==> src/rtl/bram2_addr_seq_l9.sv <==
// Layer-9 BRAM2 address-generator sequencer: one control tuple per beat,
// stall-aware, with a one-cycle done pulse after the final accepted beat.
module bram2_addr_seq_l9 #(
  parameter int TILE_DIM = 8,
  parameter int J_MAX    = 3
) (
  input  logic       clk,
  input  logic       rst,
  input  logic       start,
  input  logic [2:0] mode,
  input  logic       stall,
  output logic [2:0] u,
  output logic [1:0] L,
  output logic [1:0] j,
  output logic [2:0] z,
  output logic [3:0] x,
  output logic [3:0] y,
  output logic [3:0] x_Reg5,
  output logic [3:0] y_Reg5,
  output logic       addr_valid,
  output logic       busy,
  output logic       done
);

  localparam logic [1:0] S_IDLE = 2'd0;
  localparam logic [1:0] S_RUN  = 2'd1;
  localparam logic [1:0] S_FIN  = 2'd2;

  localparam logic [2:0] XY_LAST = 3'(TILE_DIM - 1);
  localparam logic [1:0] J_LAST  = 2'(J_MAX - 1);

  logic [1:0] state_q, state_d;
  logic [2:0] mode_q, mode_d;
  logic [1:0] l_q, l_d;
  logic [1:0] jc_q, jc_d;
  logic [2:0] xc_q, xc_d;
  logic [2:0] yc_q, yc_d;
  logic [2:0] zc_q, zc_d;

  logic m2, m4, m5, m0, mz;
  logic [2:0] z_end;
  logic [1:0] j_end;
  logic [1:0] l_end;
  logic z_wrap, y_wrap, x_wrap, j_wrap;
  logic last, accept;

  assign m2 = (mode_q == 3'd2);
  assign m4 = (mode_q == 3'd4);
  assign m5 = (mode_q == 3'd5);
  assign m0 = (mode_q == 3'd0);
  assign mz = !(m2 || m4);

  // Unused loop levels get a terminal of 0 so they are always "done".
  assign z_end = (m5 || m0) ? 3'd7 : (mz ? 3'd3 : 3'd0);
  assign j_end = m4 ? J_LAST : 2'd0;
  assign l_end = (m2 || m4) ? 2'd3 : 2'd0;

  assign z_wrap = (zc_q == z_end);
  assign y_wrap = z_wrap && (yc_q == XY_LAST);
  assign x_wrap = y_wrap && (xc_q == XY_LAST);
  assign j_wrap = x_wrap && (jc_q == j_end);
  assign last   = j_wrap && (l_q == l_end);

  assign accept = (state_q == S_RUN) && !stall;

  always_comb begin
    state_d = state_q;
    mode_d  = mode_q;
    l_d     = l_q;
    jc_d    = jc_q;
    xc_d    = xc_q;
    yc_d    = yc_q;
    zc_d    = zc_q;
    unique case (state_q)
      S_IDLE: begin
        if (start) begin
          state_d = S_RUN;
          mode_d  = mode;
          l_d     = '0;
          jc_d    = '0;
          xc_d    = '0;
          yc_d    = '0;
          zc_d    = '0;
        end
      end
      S_RUN: begin
        if (accept) begin
          if (last) begin
            state_d = S_FIN;
            l_d     = '0;
            jc_d    = '0;
            xc_d    = '0;
            yc_d    = '0;
            zc_d    = '0;
          end else begin
            zc_d = z_wrap ? '0 : zc_q + 3'd1;
            if (z_wrap)
              yc_d = (yc_q == XY_LAST) ? '0 : yc_q + 3'd1;
            if (y_wrap)
              xc_d = (xc_q == XY_LAST) ? '0 : xc_q + 3'd1;
            if (x_wrap)
              jc_d = (jc_q == j_end) ? '0 : jc_q + 2'd1;
            if (j_wrap)
              l_d = l_q + 2'd1;
          end
        end
      end
      S_FIN: begin
        state_d = S_IDLE;
      end
      default: begin
        state_d = S_IDLE;
      end
    endcase
  end

  always_ff @(posedge clk or posedge rst) begin
    if (rst) begin
      state_q <= S_IDLE;
      mode_q  <= '0;
      l_q     <= '0;
      jc_q    <= '0;
      xc_q    <= '0;
      yc_q    <= '0;
      zc_q    <= '0;
    end else begin
      state_q <= state_d;
      mode_q  <= mode_d;
      l_q     <= l_d;
      jc_q    <= jc_d;
      xc_q    <= xc_d;
      yc_q    <= yc_d;
      zc_q    <= zc_d;
    end
  end

  // Tuple decode is gated by RUN so reset clears every output at once.
  always_comb begin
    u      = '0;
    L      = '0;
    j      = '0;
    z      = '0;
    x      = '0;
    y      = '0;
    x_Reg5 = '0;
    y_Reg5 = '0;
    if (state_q == S_RUN) begin
      unique case (1'b1)
        m2: begin
          u = 3'd2;
          L = l_q;
          x = {1'b0, xc_q};
          y = {1'b0, yc_q};
        end
        m4: begin
          u = 3'd4;
          L = l_q;
          j = jc_q + 2'd1;
          x = {1'b0, xc_q};
          y = {1'b0, yc_q};
        end
        m5: begin
          u      = 3'd5;
          z      = zc_q + 3'd2;
          x_Reg5 = {1'b0, xc_q};
          y_Reg5 = {1'b0, yc_q};
        end
        m0: begin
          u      = {2'b00, zc_q[2] & zc_q[1]};
          z      = zc_q + 3'd2;
          x_Reg5 = {xc_q, 1'b0};
          y_Reg5 = {yc_q, 1'b0};
        end
        default: begin
          u      = mode_q;
          z      = {1'b0, zc_q[1:0] + 2'd1};
          x_Reg5 = {1'b0, xc_q};
          y_Reg5 = {1'b0, yc_q};
        end
      endcase
    end
  end

  assign addr_valid = (state_q == S_RUN);
  assign busy       = (state_q == S_RUN) || (state_q == S_FIN);
  assign done       = (state_q == S_FIN);

endmodule

==> config.mk <==
export PLATFORM = sky130hd
export DESIGN_NAME = bram2_addr_seq_l9
export DESIGN_NICKNAME = d
export VERILOG_FILES = /design/src/rtl/bram2_addr_seq_l9.sv
export SDC_FILE = /design/constraint.sdc
export NUM_CORES = 1
export LEC_CHECK = 0
export BUFFER_PORTS_ARGS = -buffer_cell sky130_fd_sc_hd__buf_4
export CAP_MARGIN = 40
export CORE_MARGIN = 1
export CORE_UTILIZATION = 42
export CTS_BUF_LIST = sky130_fd_sc_hd__clkbuf_8
export DETAILED_ROUTE_END_ITERATION = 8
export PLACE_DENSITY = 0.74
export SYNTH_ARGS = -nofsm -noshare
export SYNTH_HDL_FRONTEND = slang
export SYNTH_SLANG_ARGS = --single-unit
==> constraint.sdc <==
create_clock -name clk -period 2 [get_ports clk]
set_input_delay 0 -clock clk [delete_from_list [all_inputs] [get_ports clk]]
set_output_delay 0 -clock clk [all_outputs]
set_load 0.05 [all_outputs]
==> results of run 1 <==
[flip-flops by register name, indices dropped and copies added, names as in the netlist]
register	flops
zc_q	3
jc_q	2
l_q	2
xc_q	3
mode_q	3
state_q	2
yc_q	3
[Yosys cell counts, drive strengths merged (2+ instances only)]
cell    count  area (um2)
nand2      13        48.8
a31oi       5        31.3
nor3        7        35.0
mux2        3        33.8
dfrtp      18         450
nand3       6        30.0
and2        5        33.8
a211oi      4        30.0
nor2b       4        25.0
o21ai       9        45.0
xnor2       3        26.3
a311oi      2        17.5
mux2i       4        40.0
o211ai      5        37.5
nor3b       2        15.0
a22oi       4        30.0
clkbuf     10        38.8
buf         4        25.0
nand2b      3        18.8
inv         5        18.8
ha         11         138
a32o        2        21.3
a21oi       5        25.0
a21o        3        22.5
nand3b      2        15.0
nor2       17        71.3
a31o        2        17.5
and3       11        68.8
[timing repair]
item,CTS,global route
setup buffers,0,4
hold buffers,4,0
setup endpoints to repair,0,6
gates resized for setup,0,14
endpoints found under the hold margin,21,0
[power by group through the flow]
stage	sequential [W]	clock, W	combinational, W
2_1_floorplan	0.000595	0	0.00168
3_3_place_gp	0.000639	0	0.00240
3_5_place_dp	0.000645	0	0.00243
4_1_cts	0.000639	0.000259	0.00245
5_1_grt	0.000689	0.000273	0.00274
6_report	0.000669	0.000252	0.00254
[path summary, 6_finish.rpt]
| kind | startpoint | endpoint | slack [ns] | cells after the start |
|---|---|---|---|---|
| setup / recovery | xc_q[0] | l_q[1] | 0.04 | 8 |
| hold / removal | start | state_q[1] | 0.13 | 3 |
| setup reg to reg | xc_q[0] | l_q[1] | 0.04 | 8 |
| hold reg to reg | l_q[1] | l_q[1] | 0.50 | 1 |
| max in group asynchronous | rst | mode_q[1] | 1.03 | 3 |
| min in group asynchronous | rst | jc_q[0] | 0.45 | 3 |
[routing by layer]
| metal | wire length (um) | GRT usage, % |
|---|---|---|
| met5 | 0 | 0 |
| met4 | 41 | 6.98 |
| met3 | 190 | 2.69 |
| met2 | 2050 | 33.3 |
| met1 | 1950 | 32.6 |
[cell families after synthesis]
kind of cell             synth area share, %
adder cells (fa/ha/maj)                 9.14
XOR/XNOR                                2.33
other                                  0.249
AO/OA/AOI/OAI                           21.4
flip-flops                              29.9
buffers and inverters                   5.49
multiplexers                            4.90
AND/OR/NAND/NOR                         26.6
[worst register-to-register path: stages, from the launching register on]
cell      delay [ns]
dfrtp_1         0.36
ha_2            0.20
ha_4            0.13
and2_4          0.17
nand3_4         0.09
a311oi_4        0.29
o211ai_1        0.17
or3_1           0.36
mux2i_1         0.12
[layout make-up]
cell class | count | area [um2] | area share (%)
Clock buffer | 3 | 41.3 | 1.91
Multi-Input combinational cell | 145 | 1090 | 50.3
Tap cell | 46 | 57.6 | 2.66
Inverter | 5 | 18.8 | 0.869
Sequential cell | 18 | 452 | 20.9
Timing Repair Buffer | 66 | 505 | 23.4
[metrics by stage]
stage,util (%),setup WS [ns],total power (W)
after CTS,60.6,0.0547,0.00335
after global placement,58.3,0.108,0.00303
after detailed placement,58.3,0.0608,0.00307
final,63.8,0.0434,0.00346
after floorplan,-,-0.0722,0.00227
after global routing,63.8,-0.0243,0.00371
==> summary.md, run 1 <==
| Metric | Value |
|---|---|
| CTS sink cnt | `18` |
| Crit path kind | `reg2reg` |
| # nets final | `257` |
| Slew margin rel. | `49.8%` |
| Tot GR Track Use | `22.0%` |
| LEAKAGE | `1.03 nW` |
| Wirelength per Cell | `14.9 um` |
| Final setup fails | `0` |
| I/O Buffers | `33` |
| CTS Buffer Depth | `2` |
| WHS | `0.128 ns` |
| H-tree depth | `1` |
| CTS tree | `built` |
| Crit-path max FO | `4` |
| Crit. End Element | `flop` |
| Seq pwr share | `19.4%` |
| Initial DRC Count | `117` |
| Clk root buf | `clkbuf_8` |
| Setup TNS | `0 ns` |
| Post-DP HPWL | `2930 um` |
| Num rows | `21` |
| Placeable Area | `3390 um2` |
| # fillers | `285` |
| Fin crit share | `97.8%` |
| EDFF count, synth | `0` |
| MaxCap Viol Count | `0` |
| Die width | `61.9 um` |
| CTS buffer count | `3` |
| Number of inserted diodes | `0` |
| DRT antenna net count | `0` |
| Post-synth top flop | `dfrtp_1` |
| Net Sw Frac | `53.3%` |
| Avg Inst Size Synth | `8.32 um2` |
| WP data required | `2.18 ns` |
| Top Ports | `36` |
| Via-to-Cell Ratio | `5.61` |
| Yosys cell types | `46` |
| Cell Area, Synth | `1510 um2` |
| Fin cells | `283` |
| Die area | `3830 um2` |
| Fraction of layout cells with a size suffix above 1 | `37.6%` |
| Slowest cell on crit path | `dfrtp_1` |
| Clock network fraction of total power | `7.3%` |
| Post-route DRC violation count | `0` |
| Drt pass-1 iters | `4` |
| Max Clock Freq | `511 MHz` |
| Final clock skew | `0.00305 ns` |
| Worst path bufs/invs | `0` |
| Int Pwr | `0.00162 W` |
| Skew-Pair Late Insertion Delay | `0.25 ns` |
| Outcome | `completed` |
| Seq/Total Area, Yosys | `29.9%` |
| Max VDD drop | `1.03 mV` |
| Gpl congestion | `0.915` |
| Initial core utilization | `44.4%` |
| Initial antenna violation count | `0` |
| Comb pwr share | `73.4%` |
| Die H | `61.9 um` |
| HP Class | `in2reg` |
| Final Cell Area | `2160 um2` |
| FFs w/ async S/R, synth | `100%` |
| Vias in the first global route | `1318` |
| Via Count | `1589` |
| Hold Vio Cnt, Final | `0` |
| Crit path max-delay family | `simple AND/OR/NAND/NOR gates` |
| Global-route wire length before repair | `6160 um` |
| Area grow syn2layout | `43.6%` |
| Slew @ Worst Pin | `0.751 ns` |
| Crit-path max cell delay | `0.36 ns` |
| Pin count of the biggest net entering global routing | `24` |
| Minimum clock period | `1.96 ns` |
| PD cells | `1600 nW/um2` |
| Placed Area | `1970 um2` |
| Critical path arrival | `2.14 ns` |
| Worst Setup Start Kind | `flop` |
| Dpl cells | `272` |
| Yosys warnings | `0` |
| Slew Limit Fails | `0` |
| Overall routed net length | `4230 um` |
| Grt total ovfl | `0` |
| Commonest non-fill, non-tap cells in the layout | `buf_4 (62), dfrtp_1 (17), nor2_1 (14)` |
| P_sw | `0.00184 W` |
| Critical Path, Cell by Cell | `ha_2 > ha_4 > and2_4 > nand3_4 > a311oi_4 > o211ai_1 > or3_1 > mux2i_1` |
| FF+latch count, synth | `18` |
| Clock transition at the registers of the reported paths | `0.07 ns` |
| Post-synthesis cell count | `181` |
| Commonest non-fill, non-tap cell in the layout | `buf_4` |
No activity file was read; power rests on OpenSTA's default activity.
==> inputs of run 2 (changes only) <==
==> constraint.sdc (replaced) <==
create_clock -name clk -period 2 [get_ports clk]
set_input_delay 0.2 -clock clk [delete_from_list [all_inputs] [get_ports clk]]
set_output_delay 0.2 -clock clk [all_outputs]
set_load 0.05 [all_outputs]
==> summary.md, run 2 (synthesis gave the netlist of run 1 again) <==
| Metric | Value |
|---|---|
| Outcome | `completed` |
| Slew @ Worst Pin | `0.737 ns` |
| Via-to-Cell Ratio | `5.54` |
| Overall routed net length | `3730 um` |
| Via Count | `1506` |
| PD cells | `1620 nW/um2` |
| Crit path kind | `reg2reg` |
| Fin cells | `272` |
| Reg-to-reg startpoint | `yc_q[1]` |
| Worst Setup Start Kind | `flop` |
| HP Class | `in2async` |
| Die H | `61.9 um` |
| Reg area | `453 um2` |
| Hold buffer count at cts | `0` |
| Num rows | `21` |
| Clock network fraction of total power | `9.0%` |
| Placeable Area | `3390 um2` |
| Tot GR Track Use | `21.5%` |
| Final setup fails | `0` |
| Initial core utilization | `44.4%` |
| Fin crit share | `95.5%` |
| Commonest non-fill, non-tap cell in the layout | `buf_4` |
| Initial DRC Count | `49` |
| Clk root buf | `clkbuf_8` |
| WP data required | `2.18 ns` |
| MaxCap Viol Count | `0` |
| Place WS | `0.00349 ns` |
| H-tree depth | `1` |
| Slew margin rel. | `50.8%` |
| Reg2Reg Setup Slack | `0.09 ns` |
| Max Clock Freq | `524 MHz` |
| P_sw | `0.00178 W` |
| LEAKAGE | `0.988 nW` |
| Hold Vio Cnt, Final | `0` |
| RSZ-0062 raised after global routing | `yes` |
| CTS buffer count | `3` |
| WHS | `0.0746 ns` |
| Final clock skew | `0.00313 ns` |
| Post-route DRC violation count | `0` |
| PnR worst setup slack | `0.0906 ns` |
| Dpl cells | `265` |
| Comb pwr share | `70.6%` |
| Seq pwr share | `20.4%` |
| Critical path arrival | `2.09 ns` |
| # nets final | `245` |
| Net Sw Frac | `53.1%` |
| Pin count of the biggest net entering global routing | `23` |
| Slew Limit Fails | `0` |
| CTS tree | `built` |
| Commonest non-fill, non-tap cells in the layout | `buf_4 (53), dfrtp_1 (16), nand2_1 (13)` |
| Wirelength per Cell | `13.7 um` |
| I/O Buffers | `33` |
| Top Ports | `36` |
| Max VDD drop | `0.778 mV` |
| Minimum clock period | `1.91 ns` |
| Post-DP HPWL | `2730 um` |
| Multi-input logic area | `1080 um2` |
| Clock transition at the registers of the reported paths | `0.07 ns` |
| Setup TNS | `0 ns` |
| Skew-Pair Late Insertion Delay | `0.25 ns` |
| # fillers | `310` |
| Vias in the first global route | `1327` |
| Initial antenna violation count | `0` |
| Drt pass-1 iters | `4` |
| Reg2Reg Depth | `8` |
| Crit. End Element | `flop` |
| Grt total ovfl | `0` |
| Global-route wire length before repair | `6110 um` |
| Int Pwr | `0.00157 W` |
| Die area | `3830 um2` |
| Area grow syn2layout | `37.7%` |
| Fraction of layout cells with a size suffix above 1 | `38.1%` |
| Gpl congestion | `0.831` |
| Die width | `61.9 um` |
| Number of inserted diodes | `0` |
| Crit path from | `yc_q[1]` |
| CTS Buffer Depth | `2` |
| Crit-path max FO | `4` |
| DRT antenna net count | `0` |
| CTS sink cnt | `18` |
-- run 2: cell types whose count changed in the layout (fill, tap and decap cells not counted), sizes merged --
cell         before  now
clkbuf            3    4
buf              62   54
dlygate4sd3       4    0
-- run 2: final timing paths --
path	end
max	l_q[1]
min	l_q[0]
max reg2reg	l_q[1]
min reg2reg	l_q[1]
max in group asynchronous	mode_q[0]
min in group clk	mode_q[0]
-- run 2: per-stage QoR --
stage | instance area (um2) | utilization [%] | power [W]
6_report | 2070 | 61.1 | 0.00336
5_1_grt | 2070 | 61.1 | 0.00364
4_1_cts | 2000 | 59.1 | 0.00331
3_5_place_dp | 1950 | 57.5 | 0.00300
3_3_place_gp | 1950 | 57.5 | 0.00296
2_1_floorplan | 1570 | - | 0.00232
-- run 2: what timing repair did --
action                                  in CTS  in global routing
endpoints found under the setup margin       1                 12
gates resized for setup                      0                 12
pin swaps                                    1                  2
setup buffers                                0                  3
-- run 2: per-layer routing --
metal	global-route usage [%]	vias up	part of all wire, %
met5	0	-	0
li1	-	754	-
met1	31.2	724	48
met2	35.0	26	48
met3	1.86	2	2.8
met4	4.76	0	0.70
-- run 2: critical path, cell delays in order, from the launching register on --
cell and delay (ns):
dfrtp_1 0.36, ha_1 0.15, ha_2 0.18, and2_4 0.17, nand3_2 0.10, a311oi_4 0.29
o211ai_1 0.14, or3_1 0.32, mux2i_1 0.12
-- run 2: power groups by stage --
stage | clock [W] | combinational, W | sequential, W
after global placement | 0 | 0.00229 | 0.000668
final | 0.000301 | 0.00237 | 0.000686
after global routing | 0.000323 | 0.00261 | 0.000708
after floorplan | 0 | 0.00172 | 0.000600
after detailed placement | 0 | 0.00232 | 0.000674
after CTS | 0.000316 | 0.00233 | 0.000666
-- run 2: layout make-up --
| type | count | share of cell area [%] |
|---|---|---|
| well taps | 46 | 2.78 |
| inverters | 5 | 0.906 |
| clock buffers | 4 | 2.66 |
| multi-input cells | 145 | 52.1 |
| flip-flops and latches | 18 | 21.9 |
| repair buffers | 54 | 19.7 |
==> inputs of run 3 (changes only) <==
--- a/config.mk
+++ b/config.mk
@@ -8,10 +8,11 @@
 export BUFFER_PORTS_ARGS = -buffer_cell sky130_fd_sc_hd__buf_4
 export CAP_MARGIN = 40
 export CORE_MARGIN = 1
-export CORE_UTILIZATION = 42
+export CORE_UTILIZATION = 50
 export CTS_BUF_LIST = sky130_fd_sc_hd__clkbuf_8
 export DETAILED_ROUTE_END_ITERATION = 8
-export PLACE_DENSITY = 0.74
+export PLACE_DENSITY = 0.84
+export RECOVER_POWER = 25
 export SYNTH_ARGS = -nofsm -noshare
 export SYNTH_HDL_FRONTEND = slang
 export SYNTH_SLANG_ARGS = --single-unit
==> summary.md, run 3 (synthesis gave the netlist of run 1 again) <==
| Metric | Value |
|---|---|
| Outcome | `finished with violations` |
| Failing checks | `DRC` |
| Clock transition at the registers of the reported paths | `0.07 ns` |
| Met3 Track Usage GR | `4.38%` |
| Wirelength per Cell | `17.6 um` |
| Commonest non-fill, non-tap cells in the layout | `buf_4 (57), dfrtp_1 (15), nand2_1 (13)` |
| Drt pass-1 iters | `6` |
| Slew Limit Fails | `0` |
| Post-DP HPWL | `3270 um` |
| Die H | `56.9 um` |
| Gpl congestion | `0.861` |
| Post-route DRC violation count | `3` |
| CTS sink cnt | `18` |
| Hold buffer count at cts | `0` |
| Grt total ovfl | `0` |
| H-tree depth | `1` |
| Reg2Reg Setup Slack | `0.03 ns` |
| Commonest non-fill, non-tap cell in the layout | `buf_4` |
| Area grow syn2layout | `39.9%` |
| PD cells | `1730 nW/um2` |
| Slew margin rel. | `51.4%` |
| Initial antenna violation count | `0` |
| Pin count of the biggest net entering global routing | `30` |
| Final clock skew | `0.00176 ns` |
| Seq pwr share | `19.1%` |
| Vias in the first global route | `1636` |
| Placeable Area | `2810 um2` |
| Fin crit share | `98.3%` |
| Crit path kind | `reg2reg` |
| Worst r2r dst | `l_q[1]` |
| Die width | `56.9 um` |
| MaxCap Viol Count | `0` |
| Via Count | `1626` |
| CTS buffer count | `3` |
| # fillers | `211` |
| Via-to-Cell Ratio | `6.23` |
| CTS Buffer Depth | `2` |
| Worst Setup Start Kind | `flop` |
| Reg-to-reg startpoint | `mode_q[1]` |
| Top Ports | `36` |
| Tot GR Track Use | `29.2%` |
| Multi-input logic area | `1100 um2` |
| Global-route met1 utilization | `33.3%` |
| Reg2Reg Depth | `7` |
| Crit. End Element | `flop` |
| Hold Vio Cnt, Final | `0` |
| Comb pwr share | `72.3%` |
| Number of inserted diodes | `0` |
| Initial core utilization | `53.7%` |
| Minimum clock period | `1.97 ns` |
| Reg area | `454 um2` |
| Slew @ Worst Pin | `0.728 ns` |
| I/O Buffers | `33` |
| Initial DRC Count | `96` |
| DRT antenna net count | `0` |
| Net Sw Frac | `53.8%` |
| Max Clock Freq | `509 MHz` |
| P_sw | `0.00196 W` |
| Setup TNS | `0 ns` |
| Die area | `3230 um2` |
| RSZ-0062 raised after global routing | `yes` |
| Skew-Pair Late Insertion Delay | `0.26 ns` |
| Critical path arrival | `2.16 ns` |
| Max VDD drop | `0.974 mV` |
| Crit-path max FO | `7` |
| Global-route layer with the greatest usage | `met2` |
| Int Pwr | `0.00168 W` |
| Clock network fraction of total power | `8.6%` |
| CTS tree | `built` |
| HP Class | `in2async` |
| Final setup fails | `0` |
| Global-route wire length before repair | `7300 um` |
| Core Util, Final | `75.1%` |
| Clk root buf | `clkbuf_8` |
| Overall routed net length | `4600 um` |
| Fraction of layout cells with a size suffix above 1 | `40.4%` |
| WP data required | `2.19 ns` |
| # nets final | `249` |
| Num rows | `19` |
| LEAKAGE | `1.01 nW` |
| M2 GR Usage | `52.2%` |
| Crit path from | `mode_q[1]` |
run 3: layer usage:
layer	part of all wire, %	vias to the layer above
met4	2.1	0
met2	51	71
li1	-	758
met1	40	786
met5	0	-
met3	6.7	11
run 3: cell type report:
class                      count  area share [%]
timing repair buffer          58            20.7
multi-input combinational    145            52.4
tap                           31            1.84
sequential                    18            21.6
inverter                       5           0.891
clock buffer                   4            2.61
run 3: power by group through the flow:
stage	registers, W	clock network, W	logic (W)
final	0.000696	0.000312	0.00263
after global routing	0.000710	0.000326	0.00281
after CTS	0.000688	0.000316	0.00243
after detailed placement	0.000683	0	0.00240
after global placement	0.000669	0	0.00231
after floorplan	0.000600	0	0.00172
run 3: worst max-delay path, cell delays in order, from the launching register on:
cell,delay (ns)
dfrtp_2,0.47
nor2_1,0.19
a211oi_1,0.13
buf_4,0.16
a311oi_4,0.32
o211ai_1,0.16
or3_1,0.35
mux2i_1,0.12
run 3: how the worst max path moves through the flow:
stage / endpoint / slack, ns
after floorplan: z[0] / 0.004
after global placement: state_q[0] / 0.04
after detailed placement: state_q[0] / -0.03
after CTS: z[1] / 0.0002
after global routing: l_q[1] / -0.08
final: l_q[1] / 0.03
run 3: stage by stage:
step	instance area (um2)	cells	hold WS, ns	total power, W	worst slack [ns]
CTS	2020	257	0.0859	0.00343	0.000176
floorplan	1570	182	0.139	0.00232	0.00440
detailed placement	1950	253	0.364	0.00309	-0.0267
global route	2110	261	0.132	0.00385	-0.0773
finish	2110	261	0.0609	0.00364	0.0349
global placement	1950	253	0.346	0.00298	0.0376
run 3: repair_timing:
action,in CTS,in global routing
gates resized for setup,3,13
endpoints found under the hold margin,0,0
pin swaps,1,2
endpoints found under the setup margin,2,12
buffers inserted,0,4
